[src/rtl/riscv_multicycle_control.sv]
`default_nettype none
// +----------------------------------------------------------------------------+
// | Module   : riscv_multicycle_control                                        |
// | Purpose  : Multicycle RV64I control FSM. Sequences fetch/decode/execute    |
// |            over 3-5 states, drives datapath enables and muxes, handshakes  |
// |            with a unified memory port, counts retired instructions and     |
// |            traps on illegal opcodes.                                       |
// | Options  : RV_MC_TIMEOUT_EN enables the memory-wait watchdog.              |
// | Revision : 1.0 - initial release                                           |
// +----------------------------------------------------------------------------+
module riscv_multicycle_control #(
  parameter int WIDTH          = 64,
  parameter int TIMEOUT_CYCLES = 255
) (
  input  logic             clk,
  input  logic             rst,
  input  logic [31:0]      instruction,
  input  logic             zero,
  input  logic             memReady,
  output logic             memReq,
  output logic             memWe,
  output logic             memAddrSel,
  output logic             irWrite,
  output logic             pcWrite,
  output logic             pcSrc,
  output logic [1:0]       aluSrcA,
  output logic [1:0]       aluSrcB,
  output logic [3:0]       aluControl,
  output logic             regWrite,
  output logic [1:0]       wbSel,
  output logic [WIDTH-1:0] retired,
  output logic             illegal,
  output logic             timeout,
  output logic [3:0]       state
);

  typedef enum logic [3:0] {
    ST_FETCH  = 4'd0,
    ST_DECODE = 4'd1,
    ST_MEMADR = 4'd2,
    ST_MEMRD  = 4'd3,
    ST_MEMWR  = 4'd4,
    ST_MEMWB  = 4'd5,
    ST_EXEC   = 4'd6,
    ST_ALUWB  = 4'd7,
    ST_BRANCH = 4'd8,
    ST_JAL    = 4'd9,
    ST_TRAP   = 4'd10
  } state_t;

  localparam logic [6:0] c_op_load   = 7'b0000011;
  localparam logic [6:0] c_op_store  = 7'b0100011;
  localparam logic [6:0] c_op_rtype  = 7'b0110011;
  localparam logic [6:0] c_op_itype  = 7'b0010011;
  localparam logic [6:0] c_op_branch = 7'b1100011;
  localparam logic [6:0] c_op_jal    = 7'b1101111;

  localparam logic [3:0] c_alu_add  = 4'd0;
  localparam logic [3:0] c_alu_sub  = 4'd1;
  localparam logic [3:0] c_alu_and  = 4'd2;
  localparam logic [3:0] c_alu_or   = 4'd3;
  localparam logic [3:0] c_alu_xor  = 4'd4;
  localparam logic [3:0] c_alu_sll  = 4'd5;
  localparam logic [3:0] c_alu_srl  = 4'd6;
  localparam logic [3:0] c_alu_sra  = 4'd7;
  localparam logic [3:0] c_alu_slt  = 4'd8;
  localparam logic [3:0] c_alu_sltu = 4'd9;

  state_t           state_q, state_d;
  logic [WIDTH-1:0] retired_q, retired_d;
  logic             illegal_q, illegal_d;
  logic             retire;
  logic [3:0]       exec_alu;

  logic [6:0] opcode;
  logic [2:0] funct3;
  logic       bit30;
  logic       is_rtype;
  logic       unused_instr_bits;

  assign opcode            = instruction[6:0];
  assign funct3            = instruction[14:12];
  assign bit30             = instruction[30];
  assign is_rtype          = (opcode == c_op_rtype);
  assign unused_instr_bits = ^{instruction[31], instruction[29:15], instruction[11:7]};

`ifdef RV_MC_TIMEOUT_EN
  localparam int                 c_cnt_w    = $clog2(TIMEOUT_CYCLES + 1);
  localparam logic [c_cnt_w-1:0] c_cnt_last = c_cnt_w'(TIMEOUT_CYCLES - 1);
  logic [c_cnt_w-1:0] wait_cnt_q, wait_cnt_d;
  logic               timeout_q, timeout_d;
  assign timeout = timeout_q;
`else
  localparam int c_unused_timeout = TIMEOUT_CYCLES;
  assign timeout = 1'b0;
`endif

  assign retired = retired_q;
  assign illegal = illegal_q;
  assign state   = state_q;

  // ALU operation for EXEC, from funct3 and bit 30 (SUB only for R-type, SRA for both)
  always_comb begin
    exec_alu = c_alu_add;
    case (funct3)
      3'b000:  exec_alu = (is_rtype && bit30) ? c_alu_sub : c_alu_add;
      3'b001:  exec_alu = c_alu_sll;
      3'b010:  exec_alu = c_alu_slt;
      3'b011:  exec_alu = c_alu_sltu;
      3'b100:  exec_alu = c_alu_xor;
      3'b101:  exec_alu = bit30 ? c_alu_sra : c_alu_srl;
      3'b110:  exec_alu = c_alu_or;
      default: exec_alu = c_alu_and;
    endcase
  end

  // Next-state, datapath controls, retire and sticky flags
  always_comb begin
    state_d    = state_q;
    retired_d  = retired_q;
    illegal_d  = illegal_q;
    retire     = 1'b0;
    memReq     = 1'b0;
    memWe      = 1'b0;
    memAddrSel = 1'b0;
    irWrite    = 1'b0;
    pcWrite    = 1'b0;
    pcSrc      = 1'b0;
    aluSrcA    = 2'd0;
    aluSrcB    = 2'd0;
    aluControl = c_alu_add;
    regWrite   = 1'b0;
    wbSel      = 2'd0;
`ifdef RV_MC_TIMEOUT_EN
    wait_cnt_d = wait_cnt_q;
    timeout_d  = timeout_q;
`endif
    case (state_q)
      ST_FETCH: begin
        memReq  = 1'b1;
        aluSrcB = 2'd2;
        if (memReady) begin
          irWrite = 1'b1;
          pcWrite = 1'b1;
          state_d = ST_DECODE;
        end
      end
      ST_DECODE: begin
        // ALUOut captures oldPC + imm so BRANCH/JAL can load it later
        aluSrcA = 2'd1;
        aluSrcB = 2'd1;
        case (opcode)
          c_op_load, c_op_store:  state_d = ST_MEMADR;
          c_op_rtype, c_op_itype: state_d = ST_EXEC;
          c_op_branch:            state_d = ST_BRANCH;
          c_op_jal:               state_d = ST_JAL;
          default: begin
            state_d   = ST_TRAP;
            illegal_d = 1'b1;
          end
        endcase
      end
      ST_MEMADR: begin
        aluSrcA = 2'd2;
        aluSrcB = 2'd1;
        state_d = (opcode == c_op_load) ? ST_MEMRD : ST_MEMWR;
      end
      ST_MEMRD: begin
        memReq     = 1'b1;
        memAddrSel = 1'b1;
        if (memReady) state_d = ST_MEMWB;
      end
      ST_MEMWR: begin
        memReq     = 1'b1;
        memWe      = 1'b1;
        memAddrSel = 1'b1;
        if (memReady) begin
          retire  = 1'b1;
          state_d = ST_FETCH;
        end
      end
      ST_MEMWB: begin
        regWrite = 1'b1;
        wbSel    = 2'd1;
        retire   = 1'b1;
        state_d  = ST_FETCH;
      end
      ST_EXEC: begin
        aluSrcA    = 2'd2;
        aluSrcB    = is_rtype ? 2'd0 : 2'd1;
        aluControl = exec_alu;
        state_d    = ST_ALUWB;
      end
      ST_ALUWB: begin
        regWrite = 1'b1;
        retire   = 1'b1;
        state_d  = ST_FETCH;
      end
      ST_BRANCH: begin
        aluSrcA    = 2'd2;
        aluControl = c_alu_sub;
        pcSrc      = 1'b1;
        case (funct3)
          3'b000: begin
            pcWrite = zero;
            retire  = 1'b1;
            state_d = ST_FETCH;
          end
          3'b001: begin
            pcWrite = ~zero;
            retire  = 1'b1;
            state_d = ST_FETCH;
          end
          default: begin
            state_d   = ST_TRAP;
            illegal_d = 1'b1;
          end
        endcase
      end
      ST_JAL: begin
        regWrite = 1'b1;
        wbSel    = 2'd2;
        pcWrite  = 1'b1;
        pcSrc    = 1'b1;
        retire   = 1'b1;
        state_d  = ST_FETCH;
      end
      ST_TRAP: state_d = ST_TRAP;
      default: state_d = ST_FETCH;
    endcase
`ifdef RV_MC_TIMEOUT_EN
    // Watchdog: a stalled access that reaches the limit diverts to TRAP
    if (memReq && !memReady) begin
      if (wait_cnt_q == c_cnt_last) begin
        state_d   = ST_TRAP;
        timeout_d = 1'b1;
      end
      wait_cnt_d = wait_cnt_q + 1'b1;
    end
    if ((state_d != state_q) &&
        (state_d == ST_FETCH || state_d == ST_MEMRD || state_d == ST_MEMWR)) begin
      wait_cnt_d = '0;
    end
`endif
    if (retire) retired_d = retired_q + {{(WIDTH-1){1'b0}}, 1'b1};
    // Nothing is requested or written while reset is held
    if (rst) begin
      memReq   = 1'b0;
      memWe    = 1'b0;
      irWrite  = 1'b0;
      pcWrite  = 1'b0;
      regWrite = 1'b0;
    end
  end

  // State, retired counter and illegal flag registers
  always_ff @(posedge clk or posedge rst) begin
    if (rst) begin
      state_q   <= ST_FETCH;
      retired_q <= '0;
      illegal_q <= 1'b0;
    end else begin
      state_q   <= state_d;
      retired_q <= retired_d;
      illegal_q <= illegal_d;
    end
  end

`ifdef RV_MC_TIMEOUT_EN
  // Watchdog counter and sticky timeout flag
  always_ff @(posedge clk or posedge rst) begin
    if (rst) begin
      wait_cnt_q <= '0;
      timeout_q  <= 1'b0;
    end else begin
      wait_cnt_q <= wait_cnt_d;
      timeout_q  <= timeout_d;
    end
  end
`endif

endmodule
`default_nettype wire
[config.mk]
export PLATFORM = sky130hd
export DESIGN_NAME = riscv_multicycle_control
export DESIGN_NICKNAME = d
export VERILOG_FILES = /design/src/rtl/riscv_multicycle_control.sv
export SDC_FILE = /design/constraint.sdc
export NUM_CORES = 1
export LEC_CHECK = 0
export ABC_CLOCK_PERIOD_IN_PS = 5230
export CAP_MARGIN = 15
export CORE_MARGIN = 2
export CORE_UTILIZATION = 46
export DETAILED_ROUTE_END_ITERATION = 8
export PLACE_DENSITY_LB_ADDON = 0.25
export SETUP_SLACK_MARGIN = 0.1
export SLEW_MARGIN = 20
export SYNTH_ARGS = -nofsm -noshare
export SYNTH_HDL_FRONTEND = slang
export SYNTH_SLANG_ARGS = --single-unit
export TNS_END_PERCENT = 50
[constraint.sdc]
create_clock -name clk -period 5.23 [get_ports clk]
set_input_delay 1.569 -clock clk [delete_from_list [all_inputs] [get_ports clk]]
set_output_delay 1.569 -clock clk [all_outputs]
set_load 0.005 [all_outputs]
# Word level (Yosys, flattened, before mapping)
# Cells that the tools add are included.
dict set report totals {
  reg_bits 69
  in_bits 36
  output_inout_bits 87
  wordCells 82
}
dict set report op_classes {
  addsub 1
  eq_ne 27
  mux 34
  bitwise_logic 1
  reduce_logical 16
}
# operator count
set ops {}
lappend ops {{adder 64 x 1 -> 64 bit, second input constant} 1}
lappend ops {{case mux 4 bit (8 select lines)} 1}
lappend ops {{case mux 4 bit (7 select lines)} 1}
lappend ops {{2-to-1 mux 1 bit} 18}
lappend ops {{== test 4 x 3 -> 1 bit, second input constant} 4}
lappend ops {{2-to-1 mux 4 bit} 4}
lappend ops {{case mux 4 bit (4 select lines)} 1}
lappend ops {{== test 7 x 6 -> 1 bit, second input constant} 2}
lappend ops {{== test 7 bit, second input constant} 2}
lappend ops {{== test 4 bit, second input constant} 3}
lappend ops {{OR reduction 2 bit} 6}
lappend ops {{inequality test 2 bit, second input constant} 5}
lappend ops {{== test 3 bit, second input constant} 3}
lappend ops {{OR reduction 3 bit} 3}
lappend ops {{== test 4 x 2 -> 1 bit, second input constant} 2}
lappend ops {{case mux 2 bit (2 select lines)} 2}
lappend ops {{case mux 4 bit (2 select lines)} 1}
lappend ops {{== test 7 x 2 -> 1 bit, second input constant} 1}
lappend ops {{== test 7 x 5 -> 1 bit, second input constant} 1}
lappend ops {{== test 3 x 2 -> 1 bit, second input constant} 2}
lappend ops {{case mux 1 bit (3 select lines)} 2}
lappend ops {{case mux 2 bit (3 select lines)} 1}
lappend ops {{AND reduction 3 bit} 2}
lappend ops {{OR reduction 6 bit} 1}
lappend ops {{other kinds (9)} 10}

# Longest topological paths before layout
dict set report logic_depth {
  depth_word 5
  ltp_mapped 8
  mapped_depth_nobuf 6
}

# Least setup slack after synthesis
# OpenSTA, ideal clock, no wires.
dict set report synth_timing {
  kind {input-to-output}
  start {input rst}
  end {output memWe}
  arrival_time_ns 3.380
  required_ns 3.661
  setup_slack_ns 0.281
  cell_stages 2
  cell_sequence {inv_1 -> and3_1}
}
dict set report synth_via {
  elab_chain_len 1
}
# item line
set synth_lines {}
lappend synth_lines {{start: declaration} 16} ;# input logic rst,
lappend synth_lines {{2-to-1 mux 1 bit} 247} ;# if (rst) begin
lappend synth_lines {{end: declaration} 21} ;# output logic memWe,
# No other way between the ends.

# Worst setup path after layout
dict set report layout_timing {
  start {input instruction[3]}
  end {output aluSrcB[0]}
}
dict set report layout_via {
  elab_chain_len 3
}
# item line
set layout_lines {}
lappend layout_lines {{start: declaration} 17} ;# input logic [31:0] instruction,
lappend layout_lines {{== test 7 x 6 -> 1 bit} 84} ;# assign is_rtype = (opcode == c_op_rtype);
lappend layout_lines {{2-to-1 mux 1 bit} 190} ;# aluSrcB = is_rtype ? 2'd0 : 2'd1;
lappend layout_lines {{case mux 2 bit (3 select lines)} 138} ;# case (state_q)
lappend layout_lines {{end: declaration} 27} ;# output logic [1:0] aluSrcB,
# No other way between the ends.

==> results.py <==
metrics = {
    "routing": {
        "num_vias": 3210,
        "drt_iter0_markers": 122,
        "drcViolationCount": 0,
        "first_pass_iters": 4,
        "wirelength_um": 9181,
        "ant_nets": 0,
        "wl_per_cell_um": 15.97,
        "viasPerCell": 5.583,
    },
    "logic_synthesis": {
        "synth_top_area_share_pct": 46.31,
        "synth.distinct_cells": 54,
        "synth_seq_area_share_pct": 46.31,
        "synthTopCellsByCount": "69 x dfrtp_1, 41 x xnor2_1, 25 x nor2_1",
        "async_flop_share_pct": 100.0,
        "ys.flop_type": "dfrtp_1",
        "synth.largest_area_cell": "dfrtp_1",
        "synth_cells": 364,
        "synth_nets": 401,
        "synth_most_common_cell": "dfrtp_1",
        "syn_area_per_cell_um2": 10.24,
        "synth_area_um2": 3729,
        "synth_edf_count": 0,
        "synth-seq-cells": 69,
        "ys_warn_count": 0,
        "synth_area_leaders": "dfrtp_1 46%, xnor2_1 9.6%, xor2_1 5.6%",
    },
    "worst_setup_path": {
        "cp-endpoint": "aluSrcB[0]",
        "worst-path-buf-inv": 3,
        "reg2reg_slack_ns": 2.73,
        "r2r-start": "state[3]",
        "crit_path_max_fanout": 4,
        "slowest_delay_ns": 0.47,
        "slowest_stage": "clkdlybuf4s50_1",
        "cp-end-kind": "output port",
        "crit_start": "instruction[3]",
        "start_kind": "primary input",
        "cp.required_ns": 3.66,
        "reg2reg_depth": 5,
        "crit_path_frequent_cell": "clkdlybuf4s50_1",
        "criticalPathCategory": "in2out",
        "r2r_end": "retired[55]",
        "crit_family": "buffers and inverters",
        "cp.depth": 8,
        "crit_arrival_ns": 3.42,
        "crit_chain": "clkdlybuf4s50_1, or3_4, nor2_4, buf_4, nand3_1, a21oi_1, nor2_1, clkdlybuf4s50_1",
    },
    "timing": {
        "worst_slack_ns": 0.2423,
        "min_period_ns": 4.988,
        "fin_setup_tns_ns": 0,
        "max_freq_ghz": 0.2005,
        "max_slew_margin_pct": 39.76,
        "skew_ns": 0.01410,
        "drv_slew": 0,
        "setup_viol": 0,
        "rsz0062_at_grt": "false",
        "tightest_slew_ns": 0.8976,
        "finalCritPeriodShare_pct": 95.37,
        "hold_viol_final": 0,
    },
    "floorplan": {
        "rows": 32,
        "core-area_um2": 7807,
        "start_util_pct": 47.76,
        "fp.dieW_um": 94.03,
        "io-pin-count": 123,
        "die_h_um": 94.03,
        "dieArea_um2": 8842,
    },
    "job": {
        "maxCapViolCount": 0,
    },
    "clock_tree": {
        "worst_setup_hold_path_clk_slew_ns": 0.06,
        "cts_root_buf": "clkbuf_8",
        "hold_buffers": 0,
        "cts_buffers": 9,
        "clk_path_buf_depth": 2,
        "clock_sinks": 69,
        "insertion_delay_ns": 0.35,
        "cts_tree": "built",
        "cts_max_level": 3,
    },
    "layout": {
        "num-nets-final": 505,
        "final_layout_size_suffix_gt1_share_pct": 8.457,
        "syn_to_final_growth_pct": 36.01,
        "antenna_cells": 0,
        "n_fill_cell": 636,
    },
    "pwr": {
        "leakage_nw": 2.096,
        "p_switching_mw": 0.4751,
        "switching_share_pct": 30.41,
        "p_clk_share_pct": 31.8,
        "p_per_area_nw_per_um2": 308.1,
        "irDropWorstVdd_mv": 0.1676,
        "comb_power_share_pct": 26.0,
        "p_seq_share_pct": 42.2,
        "p_int_mw": 1.087,
    },
    "hold_path": {
        "min_from": "illegal",
        "holdPathStages": 2,
        "hp-class": "reg2reg",
    },
    "grt": {
        "first_global_vias": 3145,
        "grt_util_all_layers_pct": 21.90,
        "grt_max_degree": 70,
        "grt_overflow": 0,
        "grt_antenna_before_repair": 0,
        "grt_pass1_wl_um": 15250,
    },
    "placement": {
        "hpwlAfterDp_um": 6565,
        "io_buffers": 100,
        "gp_congestion": 0.8474,
        "dp_slack_ns": 0.08722,
    },
    "outcome": {
        "outcome": "finished clean",
    },
}
==> per-stage QoR <==
stage                     hold WS, ns  power, mW  instance area (um2)  instances  util, %
after floorplan                0.4673     0.8607                 3729        364        -
after global placement         0.4661      1.061                 4830        559    61.86
after detailed placement       0.4779      1.072                 4830        559    61.86
after CTS                      0.4933      1.566                 5056        575    64.76
after global routing           0.5102      1.647                 5071        575    64.95
final                          0.4924      1.562                 5071        575    64.95
==> placed cells by master (no fill, tap or decap), types with 3 or more instances in the layout <==
master	n
and2_1	4
clkbuf_8	11
nand2b_1	5
and4_1	13
and3_1	13
nand3_1	23
inv_1	7
xnor2_1	41
a21oi_1	10
nand4_1	17
o21ai_1	3
nor2b_1	4
nor4_1	5
dfrtp_1	69
xor2_1	24
nand2_1	24
o21ai_0	3
o211ai_1	3
nor2_1	24
buf_4	5
a2111oi_4	3
or3_1	4
nor3_1	12
nand3_2	5
clkdlybuf4s50_1	99
==> worst register-to-register path: stages, from the launching register on <==
cell and delay (ns):
dfrtp_1 0.68, nor3b_2 0.36, o21ai_1 0.34, a2111oi_4 0.67, nand3_1 0.18, xnor2_1 0.17
==> how the worst min path moves through the flow <==
stage	end	slack (ns)
5_1_grt	illegal	0.51
3_3_place_gp	illegal	0.47
3_5_place_dp	illegal	0.48
6_report	illegal	0.49
2_1_floorplan	illegal	0.47
4_1_cts	illegal	0.49
==> final cells by class <==
class                           instances  area, um2  share of cell area, %
Timing Repair Buffer                  105       1041                  20.53
Sequential cell                        69       1727                  34.05
Inverter                                9      33.78                 0.6662
Clock inverter                          3      67.56                  1.332
Tap cell                              102      127.6                  2.517
Clock buffer                           13      158.9                  3.133
Multi-Input combinational cell        274       1916                  37.77
==> power by group through the flow <==
stage / combinational, mW / sequential (mW) / clock [mW]
2_1_floorplan: 0.237 / 0.624 / 0
3_3_place_gp: 0.397 / 0.664 / 0
3_5_place_dp: 0.407 / 0.666 / 0
4_1_cts: 0.409 / 0.657 / 0.500
5_1_grt: 0.448 / 0.668 / 0.531
6_report: 0.406 / 0.660 / 0.497
==> routing by layer <==
layer,GRT usage (%),part of all wire (%),vias up
li1,-,-,1528
met1,29.85,45,1567
met2,33.99,48,104
met3,5.859,5.5,11
met4,7.126,1.2,0
met5,0,0,-
==> repair_timing <==
item / in CTS / in global routing
resized for setup: 1 / 4
setup endpoints to repair: 1 / 2
buffers inserted: 0 / 0
gates cloned: 0 / 0
==> registers in the layout, summed over array words and instances (netlist names) <==
| name | count |
|---|---|
| illegal | 1 |
| state | 4 |
| retired | 64 |
==> cells by family (layout without fill, tap and decap cells) <==
kind of cell | Yosys count | after routing | share of synthesized area (%)
adder cells (fa/ha/maj) | 1 | 1 | 0.3355
XOR/XNOR | 65 | 65 | 15.27
flip-flops | 69 | 69 | 46.31
buffers and inverters | 21 | 130 | 2.651
AND/OR/NAND/NOR | 167 | 167 | 26.28
AO/OA/AOI/OAI | 39 | 39 | 8.759
multiplexers | 1 | 1 | 0.3020
other | 1 | 1 | 0.1006
Power figures use the tool's default switching activity.
